--- config.mk ---
export PLATFORM = sky130hd
export DESIGN_NAME = fifo_burst_sched_flat
export DESIGN_NICKNAME = d
export VERILOG_FILES = /design/src/rtl/fifo_burst_sched_if.sv /design/src/rtl/fifo_burst_sched.sv /design/src/flat_wrapper.sv
export SDC_FILE = /design/constraint.sdc
export NUM_CORES = 1
export LEC_CHECK = 0
export ABC_CLOCK_PERIOD_IN_PS = 3800
export CORE_ASPECT_RATIO = 0.7
export CORE_UTILIZATION = 55
export CTS_BUF_LIST = sky130_fd_sc_hd__clkbuf_8
export DETAILED_ROUTE_END_ITERATION = 12
export DONT_BUFFER_PORTS = 1
export GPL_ROUTABILITY_DRIVEN = 0
export PLACE_DENSITY = 0.7
export SETUP_SLACK_MARGIN = 0.4
export SYNTH_ARGS = -nofsm -noshare
export SYNTH_HDL_FRONTEND = slang
export SYNTH_SLANG_ARGS = --single-unit
--- constraint.sdc ---
create_clock -name cwusb_clk -period 3.8 [get_ports cwusb_clk]
set_input_delay 0.19 -clock cwusb_clk [delete_from_list [all_inputs] [get_ports cwusb_clk]]
set_output_delay 0.19 -clock cwusb_clk [all_outputs]
set_load 0.02 [all_outputs]
--- src/rtl/fifo_burst_sched_if.sv ---
// Handshake bundle between the burst scheduler, its source FIFO and the byte sink.
// master = scheduler side, slave = FIFO/sink environment side.
interface fifo_burst_sched_if #(
  parameter int pLEN_WIDTH = 16
);
  logic                  I_arm;
  logic                  I_burst_req;
  logic [pLEN_WIDTH-1:0] I_burst_len;
  logic                  I_fifo_empty;
  logic [17:0]           I_fifo_dout;
  logic [5:0]            I_fifo_status;
  logic                  O_fifo_rd_en;
  logic [7:0]            O_data;
  logic                  O_data_valid;
  logic                  I_data_ready;
  logic                  O_busy;
  logic                  O_flushing;
  logic                  O_burst_done;
  logic                  O_timeout;

  modport master (
    input  I_arm, I_burst_req, I_burst_len, I_fifo_empty, I_fifo_dout,
           I_fifo_status, I_data_ready,
    output O_fifo_rd_en, O_data, O_data_valid, O_busy, O_flushing,
           O_burst_done, O_timeout
  );

  modport slave (
    output I_arm, I_burst_req, I_burst_len, I_fifo_empty, I_fifo_dout,
           I_fifo_status, I_data_ready,
    input  O_fifo_rd_en, O_data, O_data_valid, O_busy, O_flushing,
           O_burst_done, O_timeout
  );
endinterface

--- src/rtl/fifo_burst_sched.sv ---
// Streams bursts of 18-bit FIFO entries (plus 6 status bits) as 3 bytes each, with arm-triggered flush.
// Define PW_BURST_TIMEOUT_EN to end a burst that stalls on an empty FIFO for pTIMEOUT_CYCLES.
module fifo_burst_sched #(
  parameter int pLEN_WIDTH      = 16,
  parameter int pTIMEOUT_CYCLES = 1024
) (
  input logic                cwusb_clk,
  input logic                reset_i,
  fifo_burst_sched_if.master bus
);

  typedef enum logic [2:0] {IDLE, FLUSH, POP, LOAD, BYTE, DONE} state_t;

  localparam logic [pLEN_WIDTH-1:0] LEN_ONE = 1;

  state_t                state;
  logic [pLEN_WIDTH-1:0] remaining;
  logic [1:0]            byte_idx;
  logic [17:0]           hold_dout;
  logic [5:0]            hold_status;
  logic                  pop;
  logic                  stall_hit;
  logic [7:0]            data;

  if (pTIMEOUT_CYCLES < 1) begin : g_timeout_check
    $error("pTIMEOUT_CYCLES must be at least 1");
  end

  // The pop strobe follows I_fifo_empty in the same cycle, so it can never fire on an empty FIFO.
  assign pop = ((state == FLUSH) || (state == POP)) && !bus.I_fifo_empty;

  always_ff @(posedge cwusb_clk or posedge reset_i) begin
    // NOTE: every register here uses <= so all of them update from the same pre-edge values.
    if (reset_i) begin
      state       <= IDLE;
      remaining   <= '0;
      byte_idx    <= '0;
      hold_dout   <= '0;
      hold_status <= '0;
    end else begin
      case (state)
        IDLE: begin
          if (bus.I_arm) begin
            state <= FLUSH;
          end else if (bus.I_burst_req) begin
            if (bus.I_burst_len == '0) begin
              state <= DONE;
            end else begin
              remaining <= bus.I_burst_len;
              state     <= POP;
            end
          end
        end
        FLUSH: begin
          if (bus.I_fifo_empty) state <= IDLE;
        end
        POP: begin
          if (bus.I_arm)       state <= FLUSH;
          else if (pop)        state <= LOAD;
          else if (stall_hit)  state <= DONE;
        end
        LOAD: begin
          if (bus.I_arm) begin
            state <= FLUSH;
          end else begin
            hold_dout   <= bus.I_fifo_dout;
            hold_status <= bus.I_fifo_status;
            byte_idx    <= 2'd0;
            state       <= BYTE;
          end
        end
        BYTE: begin
          if (bus.I_arm) begin
            state <= FLUSH;
          end else if (bus.I_data_ready) begin
            if (byte_idx == 2'd2) begin
              remaining <= remaining - LEN_ONE;
              byte_idx  <= 2'd0;
              state     <= (remaining == LEN_ONE) ? DONE : POP;
            end else begin
              byte_idx <= byte_idx + 2'd1;
            end
          end
        end
        DONE: begin
          state <= bus.I_arm ? FLUSH : IDLE;
        end
        default: state <= IDLE;
      endcase
    end
  end

`ifdef PW_BURST_TIMEOUT_EN
  localparam int STALL_W = $clog2(pTIMEOUT_CYCLES + 1);

  logic [STALL_W-1:0] stall;
  logic               timeout_q;

  // Counts consecutive empty cycles spent in POP; any pop or state change restarts it.
  assign stall_hit = (state == POP) && bus.I_fifo_empty && !bus.I_arm &&
                     (stall == STALL_W'(pTIMEOUT_CYCLES - 1));

  always_ff @(posedge cwusb_clk or posedge reset_i) begin
    if (reset_i) begin
      stall     <= '0;
      timeout_q <= 1'b0;
    end else begin
      if ((state == POP) && bus.I_fifo_empty && !bus.I_arm) stall <= stall + STALL_W'(1);
      else                                                   stall <= '0;
      if (bus.I_arm)      timeout_q <= 1'b0;
      else if (stall_hit) timeout_q <= 1'b1;
    end
  end

  assign bus.O_timeout = timeout_q;
`else
  assign stall_hit     = 1'b0;
  assign bus.O_timeout = 1'b0;
`endif

  always_comb begin
    // NOTE: the default arm gives data a value on every path, so no latch is inferred.
    case (byte_idx)
      2'd0:    data = hold_dout[7:0];
      2'd1:    data = hold_dout[15:8];
      default: data = {hold_status, hold_dout[17:16]};
    endcase
  end

  assign bus.O_fifo_rd_en = pop;
  assign bus.O_data       = data;
  assign bus.O_data_valid = (state == BYTE);
  assign bus.O_busy       = (state != IDLE);
  assign bus.O_flushing   = (state == FLUSH);
  assign bus.O_burst_done = (state == DONE);

endmodule

--- src/flat_wrapper.sv ---
// flat-port wrapper written by rule: the top's interface ports become plain ports
module fifo_burst_sched_flat 
#(
  parameter int pLEN_WIDTH      = 16,
  parameter int pTIMEOUT_CYCLES = 1024
)
  (cwusb_clk, reset_i, bus_I_arm, bus_I_burst_req, bus_I_burst_len, bus_I_fifo_empty, bus_I_fifo_dout, bus_I_fifo_status, bus_I_data_ready, bus_O_fifo_rd_en, bus_O_data, bus_O_data_valid, bus_O_busy, bus_O_flushing, bus_O_burst_done, bus_O_timeout);
  fifo_burst_sched_if #(.pLEN_WIDTH(pLEN_WIDTH)) bus_i ();
  input logic cwusb_clk;
  input logic reset_i;
  input wire logic [$bits(bus_i.I_arm)-1:0] bus_I_arm;
  input wire logic [$bits(bus_i.I_burst_req)-1:0] bus_I_burst_req;
  input wire logic [$bits(bus_i.I_burst_len)-1:0] bus_I_burst_len;
  input wire logic [$bits(bus_i.I_fifo_empty)-1:0] bus_I_fifo_empty;
  input wire logic [$bits(bus_i.I_fifo_dout)-1:0] bus_I_fifo_dout;
  input wire logic [$bits(bus_i.I_fifo_status)-1:0] bus_I_fifo_status;
  input wire logic [$bits(bus_i.I_data_ready)-1:0] bus_I_data_ready;
  output wire logic [$bits(bus_i.O_fifo_rd_en)-1:0] bus_O_fifo_rd_en;
  output wire logic [$bits(bus_i.O_data)-1:0] bus_O_data;
  output wire logic [$bits(bus_i.O_data_valid)-1:0] bus_O_data_valid;
  output wire logic [$bits(bus_i.O_busy)-1:0] bus_O_busy;
  output wire logic [$bits(bus_i.O_flushing)-1:0] bus_O_flushing;
  output wire logic [$bits(bus_i.O_burst_done)-1:0] bus_O_burst_done;
  output wire logic [$bits(bus_i.O_timeout)-1:0] bus_O_timeout;
  assign bus_i.I_arm = bus_I_arm;
  assign bus_i.I_burst_req = bus_I_burst_req;
  assign bus_i.I_burst_len = bus_I_burst_len;
  assign bus_i.I_fifo_empty = bus_I_fifo_empty;
  assign bus_i.I_fifo_dout = bus_I_fifo_dout;
  assign bus_i.I_fifo_status = bus_I_fifo_status;
  assign bus_i.I_data_ready = bus_I_data_ready;
  assign bus_O_fifo_rd_en = bus_i.O_fifo_rd_en;
  assign bus_O_data = bus_i.O_data;
  assign bus_O_data_valid = bus_i.O_data_valid;
  assign bus_O_busy = bus_i.O_busy;
  assign bus_O_flushing = bus_i.O_flushing;
  assign bus_O_burst_done = bus_i.O_burst_done;
  assign bus_O_timeout = bus_i.O_timeout;
  fifo_burst_sched #(.pLEN_WIDTH(pLEN_WIDTH), .pTIMEOUT_CYCLES(pTIMEOUT_CYCLES)) u_core (.cwusb_clk(cwusb_clk), .reset_i(reset_i), .bus(bus_i));
endmodule
==> flow_metrics.py <==
metrics = {
    "status": {
        "status": "finished, violations left",
        "violations": "design-rule violations, negative hold slack",
    },
    "layout": {
        "syn_to_final_growth_pct": 2.61,
        "diodes": 0,
        "fin_area_um2": 2650,
        "drive_gt1_frac": 0.168,
        "final_util": 0.599,
        "fillers": 378,
        "fin_nets": 303,
    },
    "sta": {
        "hold_slack_ns": -0.0396,
        "fin_crit_ns": 2.45,
        "finalMaxSlewViolations": 0,
        "fmax_mhz": 408,
        "fin_crit_sh": 0.644,
        "tns_ns": 0,
        "tightest_slew_ns": 0.926,
        "fin_skew_ns": 0.00586,
        "rsz0062_at_grt": "false",
        "timing.slew.headroom": 0.381,
        "hold_viol": 45,
        "setup_viol": 0,
    },
    "routing": {
        "vias": 1933,
        "drc": 4,
        "drtAntennaViolNets": 0,
        "drt_iter0_drc": 99,
        "wl_per_cell_um": 17.5,
        "drt-total-wl_um": 5430,
        "firstDrtPassIters": 9,
        "drt-vias-per-instance": 6.22,
    },
    "place": {
        "dp_hpwl_um": 3860,
        "numPortBuffers": 0,
        "place_area_um2": 2550,
    },
    "synth": {
        "netlist_area_um2": 2580,
        "yosysSeqAreaShare": 0.436,
        "ys_top_cells_by_count": "dfrtp_1, o21ai_0, nand2_1",
        "syn_avg_cell_area_um2": 9.82,
        "synthCells": 263,
        "syn-num-nets": 311,
        "synth_seq_cells": 45,
        "synthFlopType": "dfrtp_1",
        "async_reset_ff_frac": 1.00,
        "yosysTopAreaCellShare": 0.436,
        "synth_top_area_cell": "dfrtp_1",
        "synth.area.top_cells": "dfrtp_1, mux2_2, o21ai_0, nand2_1, a21oi_1",
        "synth_edf_count": 0,
        "ys_warn_count": 0,
        "synth_most_common_cell": "dfrtp_1",
        "yosysUniqueCellTypes": 49,
    },
    "setup_path": {
        "cp.required_ns": 3.97,
        "cp-start-kind": "register",
        "worstPathArrival_ns": 2.62,
        "crit_type": "reg2reg",
        "crit_fanout": 22,
        "r2r_slack_ns": 1.35,
        "end_kind": "register",
    },
    "cts": {
        "numCtsBuffers": 5,
        "root_buffer": "clkbuf_8",
        "clockBufferDepth": 2,
        "h-tree-depth": 2,
        "clkLatencyLatePin_ns": 0.30,
        "cts_tree": "done",
        "clk_pin_slew_ns": 0.09,
        "cts.sinks": 45,
    },
    "global_routing": {
        "grt_max_degree": 46,
        "overflow": 0,
        "grt_pass1_vias": 1765,
        "grt_pass1_wl_um": 8910,
        "antenna_found_initial": 0,
        "grt_use_total": 0.233,
    },
    "floorplanning": {
        "die-area_um2": 4980,
        "die_h_um": 59.3,
        "start_util": 0.583,
        "core_area_um2": 4430,
        "die_x_um": 83.9,
        "rows": 20,
        "io_pins": 60,
    },
    "pwr": {
        "ir_drop_v": 0.000443,
        "p_leak_nw": 1.01,
        "power_density_nw_per_um2": 724,
        "total_power_mw": 1.92,
    },
    "run": {
        "drv_cap": 0,
    },
    "hold_path": {
        "hp-class": "in2async",
    },
}
[registers in the layout, summed over array words and instances (netlist names)]
name                flops
u_core.hold_dout       18
u_core.remaining       16
u_core.hold_status      6
u_core.state            3
u_core.byte_idx         2
[kinds of logic (layout without fill, tap and decap cells)]
logic type                 after synthesis  in the layout  share of synthesized area
buffers and inverters                   24             17                     0.0547
xor gates and xnor gates                 1              1                    0.00339
other                                    1              1                    0.00145
adders and majority gates                2              2                    0.00968
DFF                                     45             45                      0.436
muxes                                   32             32                      0.136
and+or+nand+nor                         83             83                      0.171
AOI/OAI and AO/OA                       75             75                      0.188
[worst max-delay path: stages (launching register included)]
cell,delay [ns]
dfrtp_1,0.57
or3b_2,0.74
clkinv_1,0.30
buf_4,0.29
nand2_1,0.08
a21o_1,0.19
nand2_1,0.06
o21ai_0,0.08
[cell usage in the layout, fill, tap and decap left out, types with 2 or more instances in the layout]
cell type / Yosys / routed
dfrtp_1: 45 / 45
buf_4: 5 / 2
mux2_2: 24 / 24
inv_1: 5 / 4
nand3_1: 6 / 6
nor4_1: 6 / 6
a31oi_1: 3 / 3
nand2_1: 28 / 28
mux2i_1: 8 / 8
a2bb2oi_1: 3 / 3
o21ai_0: 30 / 30
nor3_1: 6 / 6
or3_1: 2 / 2
nand4b_1: 2 / 2
nor2_1: 17 / 16
o211ai_1: 3 / 3
a21oi_1: 17 / 17
o22ai_1: 4 / 4
o21a_1: 4 / 4
ha_1: 2 / 2
nand2b_1: 4 / 4
clkbuf_8: 0 / 5
o22a_1: 2 / 2
o32ai_1: 2 / 2
[metal layers]
layer / track usage / share of wire
met5: 0 / 0
met4: 0.0690 / 0.0072
met3: 0.0669 / 0.082
met2: 0.315 / 0.41
met1: 0.359 / 0.50
[what timing repair did]
action | 4_1_cts | 5_1_grt
endpoints found under the setup margin | 0 | 0
resized for setup | 0 | 0
setup buffers | 0 | 0
hold endpoints to repair | 1 | 0
hold buffers | 1 | 0
[power by group]
part	switching [mW]	internal (mW)	leakage, nW
combinational	0.374	0.302	0.417
clock	0.175	0.131	0.0445
sequential	0.236	0.701	0.546
total	0.786	1.13	1.01
[layout make-up]
cell class,count,area [um2],area share
sequential,45,1130,0.425
clock inverter,3,21.3,0.00802
clock buffer,5,68.8,0.0260
tap,55,68.8,0.0260
inverter,6,22.5,0.00849
timing repair buffer,3,25.0,0.00944
multi-input combinational,194,1320,0.497
[final timing paths]
| kind | endpoint | cells past startpoint | start |
|---|---|---|---|
| max in group asynchronous | u_core.remaining[0] | 1 | reset_i |
| min in group cwusb_clk | u_core.hold_dout[4] | 1 | bus_I_fifo_dout[4] |
| min reg2reg | u_core.remaining[13] | 2 | u_core.remaining[13] |
| max reg2reg | u_core.byte_idx[0] | 7 | u_core.state[1] |
| max | u_core.byte_idx[0] | 7 | u_core.state[1] |
| min | u_core.hold_dout[2] | 1 | reset_i |
[stage by stage]
step | instances | hold slack, ns | setup WS, ns
finish | 311 | -0.0396 | 1.35
global route | 311 | 0.0192 | 1.15
CTS | 311 | 0.00540 | 1.37
detailed placement | 302 | 0.308 | 1.38
global placement | 302 | 0.309 | 1.45
floorplan | 263 | 0.299 | 2.12
Note: power is estimated with default switching activity, not from simulation.
